`config.mk`:
```
export PLATFORM = sky130hd
export DESIGN_NAME = seg7_scan_reader
export DESIGN_NICKNAME = d
export VERILOG_FILES = /design/src/rtl/seg7_pkg.sv /design/src/rtl/seg7_pattern_decode.sv /design/src/rtl/seg7_scan_reader.sv
export SDC_FILE = /design/constraint.sdc
export NUM_CORES = 1
export LEC_CHECK = 0
export ABC_AREA = 0
export CAP_MARGIN = 5
export CORE_UTILIZATION = 49
export CTS_CLUSTER_DIAMETER = 80
export DETAILED_ROUTE_END_ITERATION = 10
export GPL_TIMING_DRIVEN = 0
export PLACE_DENSITY_LB_ADDON = 0.2
export REMOVE_ABC_BUFFERS = 1
export SKIP_CTS_REPAIR_TIMING = 1
export SLEW_MARGIN = 25
export SYNTH_ARGS = -nofsm -noshare
export SYNTH_HDL_FRONTEND = slang
export SYNTH_SLANG_ARGS = --single-unit
```
`constraint.sdc`:
```
create_clock -name clk -period 2.9 [get_ports clk]
set_input_delay 0.58 -clock clk [delete_from_list [all_inputs] [get_ports clk]]
set_output_delay 0.58 -clock clk [all_outputs]
set_load 0.02 [all_outputs]
```
`src/rtl/seg7_pkg.sv`:
```
// Shared types, segment codes (abcdefg, active-high) and scan FSM states
// for the 7-segment display readback path.
package seg7_pkg;

   typedef logic [3:0] bcd_t;
   typedef logic [6:0] seg_t;

   localparam seg_t SEG_0     = 7'h7E;
   localparam seg_t SEG_1     = 7'h30;
   localparam seg_t SEG_2     = 7'h6D;
   localparam seg_t SEG_3     = 7'h79;
   localparam seg_t SEG_4     = 7'h33;
   localparam seg_t SEG_5     = 7'h5B;
   localparam seg_t SEG_6     = 7'h5F;
   localparam seg_t SEG_7     = 7'h70;
   localparam seg_t SEG_8     = 7'h7F;
   localparam seg_t SEG_9     = 7'h7B;
   localparam seg_t SEG_BLANK = 7'h00;
   localparam seg_t SEG_A     = 7'h77;
   localparam seg_t SEG_B     = 7'h1F;
   localparam seg_t SEG_C     = 7'h4E;
   localparam seg_t SEG_D     = 7'h3D;
   localparam seg_t SEG_E     = 7'h4F;
   localparam seg_t SEG_F     = 7'h47;

   typedef enum logic [1:0] {
      IDLE,
      TRACK,
      COMMIT,
      HOLD
   } scan_state_t;

endpackage

```
`src/rtl/seg7_pattern_decode.sv`:
```
// Combinational segment pattern -> BCD decoder. Hex letters A..F decode to
// 10..15 only when HEX_DECODE_EN is defined; otherwise they are illegal.
module seg7_pattern_decode
   import seg7_pkg::*;
(
   input  seg_t pat_i,
   output bcd_t bcd_o,
   output logic blank_o,
   output logic illegal_o
);

`ifdef HEX_DECODE_EN
   localparam bit HexEn = 1'b1;
`else
   localparam bit HexEn = 1'b0;
`endif

   always_comb begin
      bcd_o     = '0;
      blank_o   = 1'b0;
      illegal_o = 1'b0;
      case (pat_i)
         SEG_0:     bcd_o = 4'd0;
         SEG_1:     bcd_o = 4'd1;
         SEG_2:     bcd_o = 4'd2;
         SEG_3:     bcd_o = 4'd3;
         SEG_4:     bcd_o = 4'd4;
         SEG_5:     bcd_o = 4'd5;
         SEG_6:     bcd_o = 4'd6;
         SEG_7:     bcd_o = 4'd7;
         SEG_8:     bcd_o = 4'd8;
         SEG_9:     bcd_o = 4'd9;
         SEG_BLANK: blank_o = 1'b1;
         SEG_A:     if (HexEn) bcd_o = 4'd10; else illegal_o = 1'b1;
         SEG_B:     if (HexEn) bcd_o = 4'd11; else illegal_o = 1'b1;
         SEG_C:     if (HexEn) bcd_o = 4'd12; else illegal_o = 1'b1;
         SEG_D:     if (HexEn) bcd_o = 4'd13; else illegal_o = 1'b1;
         SEG_E:     if (HexEn) bcd_o = 4'd14; else illegal_o = 1'b1;
         SEG_F:     if (HexEn) bcd_o = 4'd15; else illegal_o = 1'b1;
         default:   illegal_o = 1'b1;
      endcase
   end

endmodule

```
`src/rtl/seg7_scan_reader.sv`:
```
// Reads back a multiplexed active-low 7-seg bus: debounces each digit dwell,
// decodes it and reports changes on a 1-entry update stream. Hex letters via HEX_DECODE_EN.
module seg7_scan_reader
   import seg7_pkg::*;
#(
   parameter int NUM_DIGITS    = 4,
   parameter int STABLE_CYCLES = 8
) (
   input  logic                    clk,
   input  logic                    rst_n,
   input  logic [6:0]              seg_n,
   input  logic [NUM_DIGITS-1:0]   dig_n,
   input  logic                    clear,
   output logic [4*NUM_DIGITS-1:0] bcd_flat,
   output logic [NUM_DIGITS-1:0]   digit_valid,
   output logic                    upd_valid,
   input  logic                    upd_ready,
   output logic [((NUM_DIGITS > 1) ? $clog2(NUM_DIGITS) : 1)-1:0] upd_idx,
   output logic [3:0]              upd_bcd,
   output logic                    upd_blank,
   output logic                    err_illegal,
   output logic                    overrun
);

   localparam int IDX_W = (NUM_DIGITS > 1) ? $clog2(NUM_DIGITS) : 1;
   localparam int CNT_W = $clog2(STABLE_CYCLES + 1);
   localparam logic [CNT_W-1:0] CNT_DONE = CNT_W'(STABLE_CYCLES);

   seg_t                  seg_s1_q, seg_s2_q;
   logic [NUM_DIGITS-1:0] dig_s1_q, dig_s2_q;
   seg_t                  samp_pat;
   logic [NUM_DIGITS-1:0] dig_act;
   logic                  samp_legal, samp_same;
   logic [IDX_W-1:0]      samp_idx;

   scan_state_t           state_q, state_d;
   logic [CNT_W-1:0]      cnt_q, cnt_d;
   logic [IDX_W-1:0]      idx_q, idx_d;
   seg_t                  pat_q, pat_d;

   bcd_t                  dec_bcd;
   logic                  dec_blank, dec_illegal;

   logic [NUM_DIGITS-1:0][3:0] bcd_q, bcd_d;
   logic [NUM_DIGITS-1:0] dvld_q, dvld_d;
   logic                  err_q, err_d, ovr_q, ovr_d;
   logic                  uvld_q, uvld_d, ublank_q, ublank_d;
   logic [IDX_W-1:0]      uidx_q, uidx_d;
   bcd_t                  ubcd_q, ubcd_d;
   logic                  evt, evt_blank, pop;
   bcd_t                  evt_bcd;

   assign samp_pat   = ~seg_s2_q;
   assign dig_act    = ~dig_s2_q;
   assign samp_legal = $onehot(dig_act);

   always_comb begin
      samp_idx = '0;
      for (int i = 0; i < NUM_DIGITS; i++) begin
         if (dig_act[i]) samp_idx = IDX_W'(i);
      end
   end

   assign samp_same = samp_legal && (samp_idx == idx_q) && (samp_pat == pat_q);

   // Dwell tracking: one commit per stable dwell, HOLD blocks repeats
   always_comb begin
      state_d = state_q;
      cnt_d   = cnt_q;
      idx_d   = idx_q;
      pat_d   = pat_q;
      case (state_q)
         IDLE: begin
            if (samp_legal) begin
               state_d = TRACK;
               cnt_d   = CNT_W'(1);
               idx_d   = samp_idx;
               pat_d   = samp_pat;
            end
         end
         TRACK: begin
            if (!samp_legal) begin
               state_d = IDLE;
               cnt_d   = '0;
            end else if (samp_same) begin
               cnt_d = cnt_q + CNT_W'(1);
               if (cnt_q + CNT_W'(1) == CNT_DONE) state_d = COMMIT;
            end else begin
               cnt_d = CNT_W'(1);
               idx_d = samp_idx;
               pat_d = samp_pat;
            end
         end
         COMMIT: state_d = HOLD;
         HOLD: begin
            if (!samp_legal) begin
               state_d = IDLE;
               cnt_d   = '0;
            end else if (!samp_same) begin
               state_d = TRACK;
               cnt_d   = CNT_W'(1);
               idx_d   = samp_idx;
               pat_d   = samp_pat;
            end
         end
         default: begin
            state_d = IDLE;
            cnt_d   = '0;
         end
      endcase
   end

   seg7_pattern_decode u_decode (
      .pat_i     (pat_q),
      .bcd_o     (dec_bcd),
      .blank_o   (dec_blank),
      .illegal_o (dec_illegal)
   );

   always_comb begin
      bcd_d     = bcd_q;
      dvld_d    = dvld_q;
      err_d     = err_q;
      ovr_d     = ovr_q;
      uvld_d    = uvld_q;
      uidx_d    = uidx_q;
      ubcd_d    = ubcd_q;
      ublank_d  = ublank_q;
      evt       = 1'b0;
      evt_blank = 1'b0;
      evt_bcd   = '0;
      pop       = uvld_q && upd_ready;
      if (state_q == COMMIT) begin
         if (dec_illegal) begin
            err_d = 1'b1;
         end else if (dec_blank) begin
            evt           = dvld_q[idx_q];
            evt_blank     = 1'b1;
            dvld_d[idx_q] = 1'b0;
         end else begin
            evt           = !dvld_q[idx_q] || (bcd_q[idx_q] != dec_bcd);
            evt_bcd       = dec_bcd;
            bcd_d[idx_q]  = dec_bcd;
            dvld_d[idx_q] = 1'b1;
         end
      end
      // A pop frees the slot in the same cycle, so push+pop never overruns
      if (evt && (!uvld_q || pop)) begin
         uvld_d   = 1'b1;
         uidx_d   = idx_q;
         ubcd_d   = evt_bcd;
         ublank_d = evt_blank;
      end else if (pop) begin
         uvld_d = 1'b0;
      end
      if (evt && uvld_q && !pop) ovr_d = 1'b1;
      if (clear) begin
         dvld_d = '0;
         err_d  = 1'b0;
         ovr_d  = 1'b0;
      end
   end

   always_ff @(posedge clk or negedge rst_n) begin
      if (!rst_n) begin
         seg_s1_q <= '0;
         seg_s2_q <= '0;
         dig_s1_q <= '0;
         dig_s2_q <= '0;
         state_q  <= IDLE;
         cnt_q    <= '0;
         idx_q    <= '0;
         pat_q    <= '0;
         bcd_q    <= '0;
         dvld_q   <= '0;
         err_q    <= 1'b0;
         ovr_q    <= 1'b0;
         uvld_q   <= 1'b0;
         uidx_q   <= '0;
         ubcd_q   <= '0;
         ublank_q <= 1'b0;
      end else begin
         seg_s1_q <= seg_n;
         seg_s2_q <= seg_s1_q;
         dig_s1_q <= dig_n;
         dig_s2_q <= dig_s1_q;
         state_q  <= state_d;
         cnt_q    <= cnt_d;
         idx_q    <= idx_d;
         pat_q    <= pat_d;
         bcd_q    <= bcd_d;
         dvld_q   <= dvld_d;
         err_q    <= err_d;
         ovr_q    <= ovr_d;
         uvld_q   <= uvld_d;
         uidx_q   <= uidx_d;
         ubcd_q   <= ubcd_d;
         ublank_q <= ublank_d;
      end
   end

   assign bcd_flat    = bcd_q;
   assign digit_valid = dvld_q;
   assign upd_valid   = uvld_q;
   assign upd_idx     = uidx_q;
   assign upd_bcd     = ubcd_q;
   assign upd_blank   = ublank_q;
   assign err_illegal = err_q;
   assign overrun     = ovr_q;

endmodule

```
==> reports/metrics.yaml, run 1 <==
run_status:
  status: "complete, no violations"
logic_synthesis:
  synth-seq-cells: 67
  syn_avg_cell_area_sq_um: 11.7
  yosys.area.top_type: "dfrtp_1"
  synth_enable_flop_cells: 0
  syn_inst: 268
  synthArstFlopShare: 1.00
  synth.distinct_cells: 52
  yosys_warnings: 0
  netlist_area_sq_um: 3140
  synth_top_area_frac: 0.535
  ys_seq_area_frac: 0.535
  ys.flop_type: "dfrtp_1"
  yosys-top-cells-area: "dfrtp_1, mux2_2, mux2_4"
power_and_ir_drop:
  netSwitchingFraction: 0.357
  power_leakage_nw: 1.65
  comb_power_share: 0.202
  switchingPower_mw: 0.879
  finalPower_mw: 2.46
  p_seq_frac: 0.506
  clkPwrFrac: 0.292
  intPower_mw: 1.58
  powerDensity_nw_per_um2: 642
  max-vdd-ir-drop_v: 0.000421
clocking:
  htree_num_levels: 3
  clock_latency_ps: 350
  cts_tree: "done"
  cts-root-buf: "clkbuf_8"
  clock_path_buffers: 2
  cts_buffers: 9
  clock-sinks: 67
  cts.clk_slew.worst_paths_ps: 80
global_route:
  overflow: 0
  grt_pass1_wl_um: 9690
  grt_pass1_vias: 2063
  antenna_found_initial: 0
  grt_max_degree: 42
  track_usage: 0.201
timing:
  clock.fmax_mhz: 367
  min_period_ps: 2730
  skew_ps: 7.53
  hold_viol: 0
  final.setup.tns_ps: 0
  report.final.setup_viol: 0
  rsz0062_at_grt: "no"
  tightest_slew_ps: 1040
  max_slew_margin: 0.300
  finalCritPeriodShare: 0.941
  drv_slew: 0
detailed_routing:
  viasPerCell: 5.71
  drt-met1-wl_um: 2670
  topRoutingLayerUsed: "met4"
  drt_iter0_drc: 105
  num_vias: 2220
  firstDrtPassIters: 4
  drc: 0
  ant_nets: 0
  wl_met3_um: 257
  wl_met2_um: 2960
  wirelength_um: 5960
  avgRoutedWirePerCell_um: 15.3
setup_path:
  worstSetupStartpointType: "register"
  critPathKind: "reg -> reg"
  crit_chain: "or4_4 > nor2_2 > nor3_1 > and2_4 > or4_1 > mux2_4"
  slowest_delay_ps: 620
  critPathCaptureType: "register"
  crit_required_ps: 3130
  critPathArrivalTime_ps: 2960
  ff2ff_path_depth: 6
  cp_slowest_cell: "or4_1"
  cp_max_fo: 12
finish:
  syn_to_final_growth_pct: 22.4
  fill_cells: 491
  seqCellArea_sq_um: 1680
  final_area_sq_um: 3840
  multi_input_area_sq_um: 1390
  fin_nets: 328
  drive_above_1_share: 0.182
  diodes: 0
floorplan:
  die_h_um: 82.0
  placementRows: 28
  die_x_um: 82.0
  dieArea_sq_um: 6730
  start_util: 0.518
  coreArea_sq_um: 6060
  ios: 45
placement:
  hpwl_um: 4210
  gp_congestion: 0.802
  io_buffers: 44
  dpl-instance-area_sq_um: 3610
job:
  drv_cap: 0
worst_hold_path:
  hp-class: "in -> async"
[final timing paths]
path	start	endpoint	slack [ps]
min in group clk	dig_s1_q[1]	dig_s2_q[1]	350
worst min-delay path	rst_n	upd_bcd[0]	130
max in group asynchronous	rst_n	cnt_q[0]	2240
worst min register to register	dig_s1_q[1]	dig_s2_q[1]	350
worst max register to register	pat_q[1]	bcd_flat[2]	170
worst max-delay path	pat_q[1]	bcd_flat[2]	170
[layout by cell type, fill, tap and decap left out, drive strengths merged, types with 5 or more instances in the layout]
master         synthesis  routed
mux4                   5       5
nand2b                 7       7
xor2                   9       9
xnor2                  5       5
nor3                  10      10
nor2                  20      20
dfrtp                 67      67
a21oi                 20      20
clkdlybuf4s50          0      43
clkbuf                 5      10
o21ai                  8       8
nand2                 11      11
mux2                  22      22
nand3                  8       8
inv                    7       9
[per-stage QoR]
stage	instances	hold slack, ps	setup slack (ps)	util
global route	389	142	5.00	0.634
CTS	389	144	81.2	0.627
detailed placement	373	335	94.2	0.596
global placement	371	332	-920	0.591
finish	389	132	171	0.634
floorplan	252	284	-151	-
[layer usage]
| metal | vias to the layer above | GRT usage |
|---|---|---|
| met5 | - | 0 |
| met4 | 0 | 0.0807 |
| met3 | 12 | 0.0622 |
| met2 | 65 | 0.336 |
| met1 | 1092 | 0.240 |
| li1 | 1051 | - |
[sequential cells by signal (all words and copies together), names as in the netlist, 2 cells and up, named ones only]
name         flops
bcd_flat        16
cnt_q            4
dig_s1_q         4
dig_s2_q         4
digit_valid      4
idx_q            2
pat_q            7
seg_s1_q         7
seg_s2_q         7
upd_bcd          4
upd_idx          2
[cells in the mapped netlist, types with 2 or more instances]
master and instances:
dfrtp_1 67, a21oi_1 20, nor2_1 19, mux2_2 14
nand2_1 11, nor3_1 10, xor2_1 9, buf_2 8
mux2_4 8, nand3_1 8, inv_1 7, nand2b_1 7
o21ai_0 6, clkbuf_1 5, mux4_2 5, xnor2_1 5
nand4_1 4, or3_1 4, a21o_1 3, ha_1 3
nor2b_1 3, o31ai_1 3, o32ai_1 3, o41ai_1 3
a31oi_1 2, and2_1 2, buf_6 2, nor4_1 2
or4_1 2
[worst max-delay path: cells and delay by family, from the launching register on]
kind / cells / cell delay, ps
flops: 1 / 540
mux: 1 / 360
simple gates: 5 / 1700
[cell families after synthesis]
kind of cell               share of synthesized area
DFF                                            0.535
xor gates and xnor gates                      0.0391
AOI/OAI and AO/OA                             0.0965
and+or+nand+nor                                0.147
buffers and inverters                         0.0367
adders and majority gates                     0.0184
muxes                                          0.128
[area by class of cell]
| class | instances | area share |
|---|---|---|
| timing repair buffer | 46 | 0.121 |
| inverter | 7 | 0.00684 |
| clock inverter | 6 | 0.0127 |
| tap | 75 | 0.0244 |
| multi-input combinational | 178 | 0.362 |
| clock buffer | 10 | 0.0358 |
| sequential | 67 | 0.437 |
[power groups by stage]
stage | sequential [mW] | combinational, mW | clock, mW
final | 1.25 | 0.498 | 0.719
after detailed placement | 1.26 | 0.470 | 0
after global placement | 1.25 | 0.454 | 0
after CTS | 1.24 | 0.473 | 0.734
after global routing | 1.27 | 0.561 | 0.787
after floorplan | 1.19 | 0.365 | 0
Note: power is estimated with default switching activity, not from simulation.
==> run 2: changes to the inputs <==
- GPL_TIMING_DRIVEN: 0 -> default
==> run 2 against run 1 <==
Effect of this change:
- first-iteration DRC count rose by 34%
- critical path type unchanged
- utilization grew 1.4 points
- global-route usage is 2.2 points higher
- routed wire length is 11% higher
- sequential power is 6% lower
- combinational power is 18% higher
- clock power up 19%
- largest cell class unchanged
- sequential cell count did not move
- clock skew rose by 2.6 ps
- via count up 1.7%
==> reports/metrics.yaml, run 2 (same netlist as run 1, synthesis figures left out) <==
detailed_routing:
  num_vias: 2257  # +1.7%
  firstDrtPassIters: 4  # unchanged
  drc: 0  # unchanged
  viasPerCell: 5.61  # -1.6%
  drt_iter0_drc: 141  # +34%
  avgRoutedWirePerCell_um: 16.4  # +7.3%
  wirelength_um: 6610  # +11%
  ant_nets: 0  # unchanged
power_and_ir_drop:
  finalPower_mw: 2.63  # +6.6%
  powerDensity_nw_per_um2: 669  # +4.3%
  power_leakage_nw: 1.74  # +5.2%
  max-vdd-ir-drop_v: 0.000427  # +1.5%
finish:
  drive_above_1_share: 0.193  # +0.0111
  largest_reg_flops: 16  # unchanged
  multi_input_area_sq_um: 1350  # -2.9%
  diodes: 0  # unchanged
  syn_to_final_growth_pct: 25.2
  fin_nets: 341  # +4.0%
  final_common_cell: "dfrtp_1"
  seqCellArea_sq_um: 1680  # unchanged
  fill_cells: 480  # -2.2%
  final_cell_mix: "dfrtp_1, clkdlybuf4s50_1, a21oi_1, nor2_1"
setup_path:
  critPathBufInv: 0  # unchanged
  crit_required_ps: 3130  # about the same
  path_delay_family: "simple AND/OR/NAND/NOR gates"
  crit_top_cell: "nor3_1"
  cp_max_fo: 12  # unchanged
  worstSetupStartpointType: "register"
  critPathCaptureType: "register"
  r2r-start: "pat_q[1]"
  rrSetupSlack_ps: 230  # +60 ps
  critPathArrivalTime_ps: 2900  # -60 ps
  crit_chain: "nand3_1 > nor3_1 > nor3_1 > and2_4 > or4_1 > mux2_4"
  slowest_delay_ps: 580  # -40 ps
  cp_slowest_cell: "dfrtp_1"
  rr_endpoint: "bcd_flat[0]"
  crit_start: "pat_q[1]"
  critPathKind: "reg -> reg"
  ff2ff_path_depth: 6  # unchanged
global_route:
  overflow: 0  # unchanged
  top_usage_layer: "met2"
  antenna_found_initial: 0  # unchanged
  met2_usage: 0.369  # +0.0331
  grt_pass1_vias: 2184  # +5.9%
  track_usage: 0.223  # +0.0221
  met3_usage: 0.0633  # +0.00111
  grt_max_degree: 39  # -7.1%
  grtUsageMet1: 0.272  # +0.0319
  grt_pass1_wl_um: 10700  # +11%
floorplan:
  die_h_um: 82.0  # unchanged
  start_util: 0.518  # unchanged
  ios: 45  # unchanged
  die_x_um: 82.0  # unchanged
  coreArea_sq_um: 6060  # unchanged
  dieArea_sq_um: 6730  # unchanged
  placementRows: 28  # unchanged
clocking:
  clock_path_buffers: 2  # unchanged
  cts-root-buf: "clkbuf_8"
  clock-sinks: 67  # unchanged
  cts_tree: "done"
  cts_buffers: 9  # unchanged
  htree_num_levels: 3  # unchanged
  cts.clk_slew.worst_paths_ps: 70  # about the same
  clock_latency_ps: 350  # about the same
timing:
  drv_slew: 0  # unchanged
  setup_ws_ps: 229  # +57.4 ps
  hold_viol: 0  # unchanged
  max_slew_margin: 0.536  # +0.237
  clock.fmax_mhz: 374  # +2.1%
  finalCritPeriodShare: 0.921  # -0.0198
  tightest_slew_ps: 696  # -345 ps
  rsz0062_at_grt: "no"
  skew_ps: 10.1  # +2.57 ps
  whs_ps: 267  # +135 ps
  min_period_ps: 2670  # -57.4 ps
  report.final.setup_viol: 0  # unchanged
run_status:
  status: "complete, no violations"
placement:
  io_buffers: 44  # unchanged
  hpwl_um: 4750  # +13%
  gp_congestion: 0.855  # +6.5%
  place_ws_ps: 286  # +192 ps
worst_hold_path:
  hp-class: "in -> async"
job:
  drv_cap: 0  # unchanged
## run 2: cell types whose count changed in the layout (fill, tap and decap cells not counted), sizes merged
cell and change:
clkbuf +2, clkinvlp -3, inv -2, clkinv +1
bufinv +2, buf +13
## run 2: worst max path at each step
stage,to,cells after the start
after floorplan,idx_q[0],9
after global placement,bcd_flat[5],6
after detailed placement,bcd_flat[3],6
after CTS,bcd_flat[0],6
after global routing,bcd_flat[2],6
final,bcd_flat[0],6
## run 2: area by class of cell
| type | instances | area share |
|---|---|---|
| inverter | 7 | 0.00669 |
| clock inverter | 4 | 0.0188 |
| sequential | 67 | 0.427 |
| tap | 75 | 0.0239 |
| timing repair buffer | 59 | 0.143 |
| multi-input combinational | 178 | 0.344 |
| clock buffer | 12 | 0.0370 |
## run 2: power breakdown
group | switching (mW) | internal [mW] | total, mW
logic | 0.323 | 0.263 | 0.586
registers | 0.170 | 1.01 | 1.18
clock network | 0.350 | 0.508 | 0.859
## run 2: metal layers
| layer | vias up | routed length (um) |
|---|---|---|
| met1 | 1111 | 2870 |
| met3 | 10 | 285 |
| li1 | 1076 | - |
| met2 | 60 | 3340 |
| met4 | 0 | 110 |
| met5 | - | 0 |
## run 2: stage by stage
stage / instance area [sq um] / cells / TNS [ps] / utilization
global route: 3930 / 402 / 0 / 0.648
global placement: 3710 / 386 / 0 / 0.612
CTS: 3930 / 402 / 0 / 0.648
finish: 3930 / 402 / 0 / 0.648
floorplan: 3050 / 252 / -805 / -
detailed placement: 3710 / 386 / 0 / 0.612
